[config.mk]
export PLATFORM = sky130hd
export DESIGN_NAME = spi_master_ctrl_flat
export DESIGN_NICKNAME = d
export VERILOG_FILES = /design/src/rtl/spi_pkg.sv /design/src/rtl/spi_if.sv /design/src/rtl/spi_clk_gen.sv /design/src/rtl/spi_master_ctrl.sv /design/src/flat_wrapper.sv
export SDC_FILE = /design/constraint.sdc
export NUM_CORES = 1
export LEC_CHECK = 0
export BUFFER_PORTS_ARGS = -buffer_cell sky130_fd_sc_hd__buf_2
export CAP_MARGIN = 20
export CORE_UTILIZATION = 56
export DETAILED_ROUTE_END_ITERATION = 8
export PLACE_DENSITY = 0.88
export SYNTH_ARGS = -nofsm -noshare
export SYNTH_HDL_FRONTEND = slang
export SYNTH_SLANG_ARGS = --single-unit
export TNS_END_PERCENT = 30
[constraint.sdc]
create_clock -name clk -period 2.8 [get_ports clk]
set_clock_uncertainty 0.1 [all_clocks]
set_input_delay 0.28 -clock clk [delete_from_list [all_inputs] [get_ports clk]]
set_output_delay 0.28 -clock clk [all_outputs]
set_load 0.01 [all_outputs]
[src/rtl/spi_pkg.sv]
// Shared FSM state type and default frame/clock parameters for the SPI master controller.
package spi_pkg;

    typedef enum logic [1:0] {
        IDLE  = 2'd0,
        SETUP = 2'd1,
        SHIFT = 2'd2,
        HOLD  = 2'd3
    } spi_state_t;

    localparam int unsigned DefaultDataWidth = 8;
    localparam int unsigned DefaultClkDiv    = 4;

endpackage

[src/rtl/spi_if.sv]
// SPI bus bundle: one shared sclk/mosi, per-slave active-low select and per-slave miso.
interface Spi #(
    parameter int unsigned NumberOfSlaves = 1
);
    logic                      sclk;
    logic                      mosi;
    logic [NumberOfSlaves-1:0] nss;
    logic [NumberOfSlaves-1:0] miso;

    modport MasterSpi (output sclk, output mosi, output nss, input miso);
    modport SlaveSpi  (input sclk, input mosi, input nss, output miso);
endinterface

[src/rtl/spi_clk_gen.sv]
// Half-period tick generator: while enabled, tick is high on the last cycle of every ClkDiv-cycle period.
module spi_clk_gen
    import spi_pkg::*;
#(
    parameter int unsigned ClkDiv = DefaultClkDiv
) (
    input  logic clk,
    input  logic rst_n,
    input  logic en,
    output logic tick
);
    localparam int unsigned CntW = $clog2(ClkDiv);

    logic [CntW-1:0] cnt_q;

    assign tick = en && (cnt_q == CntW'(ClkDiv - 1));

    // Period counter: held at zero while disabled so every enable starts a full period.
    always_ff @(posedge clk or negedge rst_n) begin
        if (!rst_n) begin
            cnt_q <= '0;
        end else if (!en || tick) begin
            cnt_q <= '0;
        end else begin
            cnt_q <= cnt_q + CntW'(1);
        end
    end
endmodule

[src/rtl/spi_master_ctrl.sv]
// SPI mode-0 master: one request/response handshake per frame, MSB first, one-hot slave select.
module spi_master_ctrl
    import spi_pkg::*;
#(
    parameter int unsigned NumberOfSlaves = 1,
    parameter int unsigned DataWidth      = DefaultDataWidth,
    parameter int unsigned ClkDiv         = DefaultClkDiv,
    localparam int unsigned SelW          = (NumberOfSlaves > 1) ? $clog2(NumberOfSlaves) : 1
) (
    input  logic                 clk,
    input  logic                 rst_n,
    input  logic                 req_valid,
    output logic                 req_ready,
    input  logic [SelW-1:0]      req_slave,
    input  logic [DataWidth-1:0] req_data,
    output logic                 rsp_valid,
    output logic [DataWidth-1:0] rsp_data,
    output logic                 rsp_err,
    output logic                 busy,
    Spi.MasterSpi                spi
);
    localparam int unsigned HcW = $clog2(2 * DataWidth + 1);

    spi_state_t                state_q, state_d;
    logic                      tick;
    logic                      sclk_q, mosi_q, err_q, rsp_valid_q;
    logic [NumberOfSlaves-1:0] nss_q, sel_mask;
    logic [DataWidth-1:0]      tx_q, rx_q, rsp_data_q, tx_shift, rx_shift;
    logic [HcW-1:0]            hcnt_q;
    logic                      sel_err, miso_bit, last_half, last_fall;

    spi_clk_gen #(.ClkDiv(ClkDiv)) u_clk_gen (
        .clk  (clk),
        .rst_n(rst_n),
        .en   (busy),
        .tick (tick)
    );

    assign sel_err   = 32'(req_slave) >= NumberOfSlaves;
    assign sel_mask  = sel_err ? '1 : ~(NumberOfSlaves'(1) << req_slave);
    // Only the selected line is low, so this picks its miso (and reads 0 on an out-of-range request).
    assign miso_bit  = |(spi.miso & ~nss_q);
    assign rx_shift  = DataWidth'({rx_q, miso_bit});
    assign tx_shift  = tx_q << 1;
    assign last_half = (hcnt_q == HcW'(2 * DataWidth));
    assign last_fall = (hcnt_q == HcW'(2 * DataWidth - 1));

    assign spi.sclk  = sclk_q;
    assign spi.mosi  = busy & mosi_q;
    assign spi.nss   = nss_q;
    assign rsp_valid = rsp_valid_q;
    assign rsp_data  = rsp_data_q;
    assign rsp_err   = rsp_valid_q & err_q;

    // State register.
    always_ff @(posedge clk or negedge rst_n) begin
        if (!rst_n) begin
            state_q <= IDLE;
        end else begin
            state_q <= state_d;
        end
    end

    // Next-state and status outputs; each timed phase advances on the half-period tick.
    always_comb begin
        state_d   = state_q;
        req_ready = 1'b0;
        busy      = 1'b1;
        case (state_q)
            IDLE: begin
                req_ready = 1'b1;
                busy      = 1'b0;
                if (req_valid) state_d = SETUP;
            end
            SETUP:   if (tick) state_d = SHIFT;
            SHIFT:   if (tick && last_half) state_d = HOLD;
            HOLD:    if (tick) state_d = IDLE;
            default: state_d = IDLE;
        endcase
    end

    // Datapath: latch on handshake, toggle sclk per half-period, sample on rise, shift mosi on fall.
    always_ff @(posedge clk or negedge rst_n) begin
        if (!rst_n) begin
            sclk_q      <= 1'b0;
            mosi_q      <= 1'b0;
            nss_q       <= '1;
            err_q       <= 1'b0;
            tx_q        <= '0;
            rx_q        <= '0;
            hcnt_q      <= '0;
            rsp_valid_q <= 1'b0;
            rsp_data_q  <= '0;
        end else begin
            rsp_valid_q <= 1'b0;
            case (state_q)
                IDLE: if (req_valid) begin
                    tx_q   <= req_data;
                    mosi_q <= req_data[DataWidth-1];
                    nss_q  <= sel_mask;
                    err_q  <= sel_err;
                    rx_q   <= '0;
                    hcnt_q <= '0;
                end
                // First rising edge coincides with the SETUP->SHIFT transition.
                SETUP: if (tick) begin
                    sclk_q <= 1'b1;
                    rx_q   <= rx_shift;
                    hcnt_q <= HcW'(1);
                end
                SHIFT: if (tick) begin
                    if (last_half) begin
                        rsp_valid_q <= 1'b1;
                        rsp_data_q  <= err_q ? '1 : rx_q;
                        nss_q       <= '1;
                    end else begin
                        sclk_q <= ~sclk_q;
                        hcnt_q <= hcnt_q + HcW'(1);
                        if (!sclk_q) begin
                            rx_q <= rx_shift;
                        end else if (!last_fall) begin
                            tx_q   <= tx_shift;
                            mosi_q <= tx_shift[DataWidth-1];
                        end
                    end
                end
                default: ;
            endcase
        end
    end
endmodule

[src/flat_wrapper.sv]
// flat-port wrapper written by rule: the top's interface ports become plain ports
module spi_master_ctrl_flat import spi_pkg::*;
#(
    parameter int unsigned NumberOfSlaves = 1,
    parameter int unsigned DataWidth      = DefaultDataWidth,
    parameter int unsigned ClkDiv         = DefaultClkDiv,
    localparam int unsigned SelW          = (NumberOfSlaves > 1) ? $clog2(NumberOfSlaves) : 1
)
  (clk, rst_n, req_valid, req_ready, req_slave, req_data, rsp_valid, rsp_data, rsp_err, busy, spi_sclk, spi_mosi, spi_nss, spi_miso);
  Spi #(.NumberOfSlaves(NumberOfSlaves)) spi_i ();
  input  logic clk;
  input  logic rst_n;
  input  logic req_valid;
  output logic req_ready;
  input  logic [SelW-1:0] req_slave;
  input  logic [DataWidth-1:0] req_data;
  output logic rsp_valid;
  output logic [DataWidth-1:0] rsp_data;
  output logic rsp_err;
  output logic busy;
  output wire logic [$bits(spi_i.sclk)-1:0] spi_sclk;
  output wire logic [$bits(spi_i.mosi)-1:0] spi_mosi;
  output wire logic [$bits(spi_i.nss)-1:0] spi_nss;
  input wire logic [$bits(spi_i.miso)-1:0] spi_miso;
  assign spi_sclk = spi_i.sclk;
  assign spi_mosi = spi_i.mosi;
  assign spi_nss = spi_i.nss;
  assign spi_i.miso = spi_miso;
  spi_master_ctrl #(.NumberOfSlaves(NumberOfSlaves), .DataWidth(DataWidth), .ClkDiv(ClkDiv)) u_core (.clk(clk), .rst_n(rst_n), .req_valid(req_valid), .req_ready(req_ready), .req_slave(req_slave), .req_data(req_data), .rsp_valid(rsp_valid), .rsp_data(rsp_data), .rsp_err(rsp_err), .busy(busy), .spi(spi_i));
endmodule
* Yosys cells after proc, flatten, opt, wreduce, memory -nomap -nowiden
Cells that the tools add are included.
** Storage, ports and cells
- Register bits after elaboration :: 37
- Bits of input ports :: 13
- Output and inout bits :: 15
- Logic and storage cells :: 96
** Operators by class
- Add/sub/neg operators :: 2
- Magnitude comparators :: 1
- Equal/unequal tests :: 16
- Shift operators :: 1
- Muxes and demuxes :: 44
- Bitwise logic cells :: 6
- Reductions and logical operators :: 15
** Operators with widths (count)
- $mux 8 :: 6
- $mux 7 :: 5
- $pmux 8 s3 :: 1
- $mux 5 :: 4
- $mux 1 :: 17
- $pmux 5 s3 :: 1
- $pmux 7 s2 :: 1
- $ne 2x1->1 const B :: 6
- $reduce_and 4->1 :: 3
- $reduce_and 6->1 :: 2
- $mux 2 :: 5
- $ne 2x2->1 const B :: 4
- $pmux 2 s4 :: 1
- $eq 2x2->1 const B :: 3
- $pmux 1 s2 :: 3
- $add 5x1->5 const B :: 1
- $eq 5x4->1 const B :: 1
- $eq 5x5->1 const B :: 1
- $reduce_and 5->1 :: 1
- $reduce_bool 2->1 :: 2
- $and 1x1->1 :: 3
- $not 1->1 :: 3
- $reduce_and 3->1 :: 1
- $reduce_bool 3->1 :: 1
- other kinds (8) :: 9

* Longest topological paths before layout
- Depth after elaboration :: 6
- Depth in mapped cells :: 8
- Mapped depth without buffers :: 6

* Modules after synthesis
A second synthesis with hierarchy kept.
** Unflattened totals
- Cell total of the unflattened synthesis :: 199
- Area, all modules :: 1934.4 µm²
** By module, submodules not included
- spi_master_ctrl :: times used 1, cells an instance 193, area an instance 1843.0 µm², seq. area each 877.1 µm²
- spi_clk_gen :: times used 1, cells an instance 6, area an instance 91.3 µm², seq. area each 50.0 µm²

* Worst setup path before layout
No wires, ideal clock.
- Path type :: register to register
- Start point :: register u_core.state_q[0]
- End point :: register u_core.hcnt_q[4]
- Library setup time :: 0.125 ns
- Arrival :: 1.862 ns
- Data required time :: 2.575 ns
- Slack :: 0.713 ns
- Stages on the path, launching flop included :: 8
- Buffers on the path :: 1
- Clock period less this slack :: 2.087 ns
- Path through :: dfrtp_1 > inv_1 > ha_1 > nand2b_4 > a21oi_1 > buf_4 > nand2_1 > mux2_2
** Between the ends
- Cells in the longest elaborated chain, start to end :: 5
- Elaborated cells between the ends (all ways) :: 12
- Those cells by class :: 6 x eq/ne; 2 x mux; 4 x reduce/logical
** Ends and longest elaborated chain
- start, declared :: line spi_master_ctrl.sv:24 : spi_state_t state_q, state_d;
- start signal, assigned :: line spi_master_ctrl.sv:60 : state_q <= state_d;
- $logic_not 2->1 :: line spi_master_ctrl.sv:69, spi_master_ctrl.sv:96
- $mux 1 :: line spi_master_ctrl.sv:69 : case (state_q)
- $logic_and 1x1->1 :: line spi_clk_gen.sv:16 : assign tick = en && (cnt_q == CntW'(ClkDiv - 1));
- $ne 2x1->1 (no source line)
- $reduce_and 5->1 (no source line)
- end signal, assigned :: line spi_master_ctrl.sv:109 : hcnt_q <= HcW'(1);
- end signal, assigned :: line spi_master_ctrl.sv:118 : hcnt_q <= hcnt_q + HcW'(1);
- end, declared :: line spi_master_ctrl.sv:29 : logic [HcW-1:0] hcnt_q;
Parallel ways exist; a longest one is shown, timed or not.
A chain may end at the register's enable or synchronous reset.

* Final worst setup path
- Start point :: register u_core.state_q[0]
- End point :: register u_core.tx_q[4]
** Between the ends
- Cells in the longest elaborated chain, start to end :: 5
- Elaborated cells between the ends (all ways) :: 12
- Those cells by class :: 6 x eq/ne; 2 x mux; 4 x reduce/logical
** Ends and longest elaborated chain
- $logic_not 2->1 :: line spi_master_ctrl.sv:69, spi_master_ctrl.sv:96
- $mux 1 :: line spi_master_ctrl.sv:69
- $logic_and 1x1->1 :: line spi_clk_gen.sv:16
- $ne 2x1->1 (no source line)
- $reduce_and 6->1 (no source line)
- end signal, assigned :: line spi_master_ctrl.sv:98 : tx_q <= req_data;
- end signal, assigned :: line spi_master_ctrl.sv:122 : tx_q <= tx_shift;
- end, declared :: line spi_master_ctrl.sv:28 : logic [DataWidth-1:0] tx_q, rx_q, rsp_data_q, tx_shift, rx_shift;
Parallel ways exist; a longest one is shown, timed or not.

==> metrics.yaml <==
outcome: "finished, final reports clean"
leakagePower_uw: 0.00102
min_path_type: "in2reg"
gr-total-overflow: 0
area_delta_synth_final_pct: 12.7
cts_tree: "built"
reg2reg_depth: 6
core-area_um2: 3130
synth.distinct_cells: 36
drc_errors: 0
grt_setup_unrepaired: "no"
p_per_area_nw_per_um2: 1040
dieArea_um2: 3630
synth_ff_type: "dfrtp_1"
max_cap_viol_count: 0
initial_utilization_pct: 60.7
required_ns: 2.97
max-slew-margin-rel_pct: 46.1
diodes: 0
fmax_mhz: 422
drt_pre_antenna_iters: 4
routed_wl_um: 3440
path_class: "reg2reg"
syn_inst: 180
synth_seq_cells: 37
worst_r2r_startpoint: "u_core.state_q[0]"
vias_per_cell: 5.36
num_rows: 20
cts_resized: 0
avgSynthCellArea_um2: 10.5
first_global_vias: 1314
multi_input_area_um2: 876
antenna_found_initial: 0
min_to: "u_core.err_q"
worstHoldStart: "req_slave"
crit_path_start_kind: "register"
drv_slew: 0
timing.final.crit_share_pct: 84.6
fp.dieH_um: 60.2
nFillCells: 251
setup_viol: 0
r2r_setup_slack_ns: 0.43
async_flop_share_pct: 100
clk_latency_ns: 0.34
gp_congestion: 0.775
setup-tns-final_ns: 0
synth_edf_count: 0
peakVddDrop_v: 0.000887
hold_path_depth: 2
cts.clk_slew.worst_paths_ns: 0.12
drive_above_1_share_pct: 22.4
grt_pass1_wl_um: 5820
seq_area_frac_synth_pct: 48.8
drtIter0Drc: 80
ys.warnings.count: 0
vias: 1361
fin_area_um2: 2140
cts_buffers: 5
worstPathArrival_ns: 2.54
min_period_ns: 2.37
clock_path_buffers: 2
io_pins: 28
r2r-end: "u_core.tx_q[4]"
hpwl_um: 2510
grtUsageTotal_pct: 22.2
clock_sinks: 37
cts_root_buffer: "clkbuf_4"
placed_area_um2: 2060
regArea_um2: 927
post_cts_buffers: 0
port_buffers: 27
tightest_slew_ns: 0.808
die_w_um: 60.2
end_kind: "register"
nets: 232
syn-num-nets: 203
synth_area_um2: 1900
hold_violations: 0
crit_start: "u_core.state_q[0]"
hold-worst-slack_ns: 0.0862
path_max_fanout: 15
htree_levels: 2
routedWlPerCell_um: 13.6
ant_nets: 0
grt_max_degree: 38
-- registers in the layout (all words and copies together), names as in the netlist --
signal / count
u_core.u_clk_gen.cnt_q: 2
u_core.spi.sclk: 1
u_core.rsp_data: 8
u_core.mosi_q: 1
u_core.state_q: 2
u_core.hcnt_q: 5
u_core.tx_q: 7
u_core.spi.nss: 1
u_core.rx_q: 8
u_core.rsp_valid: 1
u_core.err_q: 1
-- synthesized netlist by cell type, types with 4 or more instances --
cell type	number	share of area (%)
o21ai_0	10	2.6
mux2_2	4	2.4
nand2_1	23	4.5
dfrtp_1	36	47
mux2i_1	16	8.4
a21oi_1	9	2.4
inv_1	15	3.0
a31oi_1	8	2.6
nor2_1	10	2.0
ha_1	10	6.6
buf_2	4	1.1
nand3_1	4	1.1
-- worst max-delay path: stages, from the launching register on --
cell	delay (ns)
dfrtp_1	0.45
inv_1	0.14
ha_1	0.50
nand2_1	0.25
o31ai_4	0.53
a21oi_1	0.16
a31oi_1	0.17
-- metrics by stage --
step	total power (uW)	worst slack [ns]	std cells	utilization (%)
6_report	2230	0.432	254	68.4
5_1_grt	2410	0.222	254	68.4
4_1_cts	2240	0.405	254	68.4
3_5_place_dp	1940	0.421	245	66.0
3_3_place_gp	1880	0.578	245	66.0
2_1_floorplan	1690	0.713	180	-
-- placed cells by master, fill, tap and decap left out, drive strengths merged, types with 2 or more instances in the layout --
cell and count:
a21oi 9, dfrtp 36, clkbuf 6, inv 15, nand2b 2, nand2 23, mux2 4, nor2 10
o21ai 10, a31oi 8, nand3 5, buf 29, ha 10, o2bb2ai 3, clkinv 2, nor2b 3
mux2i 16, o32a 2
-- worst max-delay path by stage --
stage / end / slack (ns) / depth (start not counted)
finish: u_core.tx_q[4] / 0.43 / 6
global route: u_core.tx_q[1] / 0.22 / 6
CTS: u_core.tx_q[4] / 0.41 / 6
detailed placement: u_core.tx_q[1] / 0.42 / 6
global placement: u_core.tx_q[5] / 0.58 / 6
floorplan: u_core.hcnt_q[4] / 0.71 / 7
-- per-layer routing --
layer  vias to the layer above  share of wire [%]  track usage (%)
li1                        682                  -                -
met1                       647                 46             27.7
met2                        30                 50             37.0
met3                         2                3.2             6.06
met4                         0               0.23             6.64
met5                         -                  0                0
-- report_power, final --
part / switching [uW] / internal, uW
sequential: 124 / 681
combinational: 646 / 470
clock: 182 / 122
-- logic make-up (layout without fill, tap and decap cells) --
group / after synthesis / in the layout / synth area share, %
simple gates: 52 / 52 / 14.3
compound gates: 38 / 38 / 14.4
flops: 37 / 37 / 48.8
buf+inv: 23 / 53 / 5.01
mux: 20 / 20 / 10.8
fa+ha+maj: 10 / 10 / 6.59
-- final cells by class --
cell class | instances | share of cell area [%]
sequential | 37 | 43.3
multi-input combinational | 120 | 40.9
timing repair buffer | 30 | 7.49
inverter | 15 | 2.63
tap | 44 | 2.57
clock buffer | 6 | 2.40
clock inverter | 2 | 0.643
-- timing repair --
action	4_1_cts	5_1_grt
endpoints found under the hold margin	36	0
hold buffers	1	0
endpoints found under the setup margin	0	0
Power figures use the tool's default switching activity.
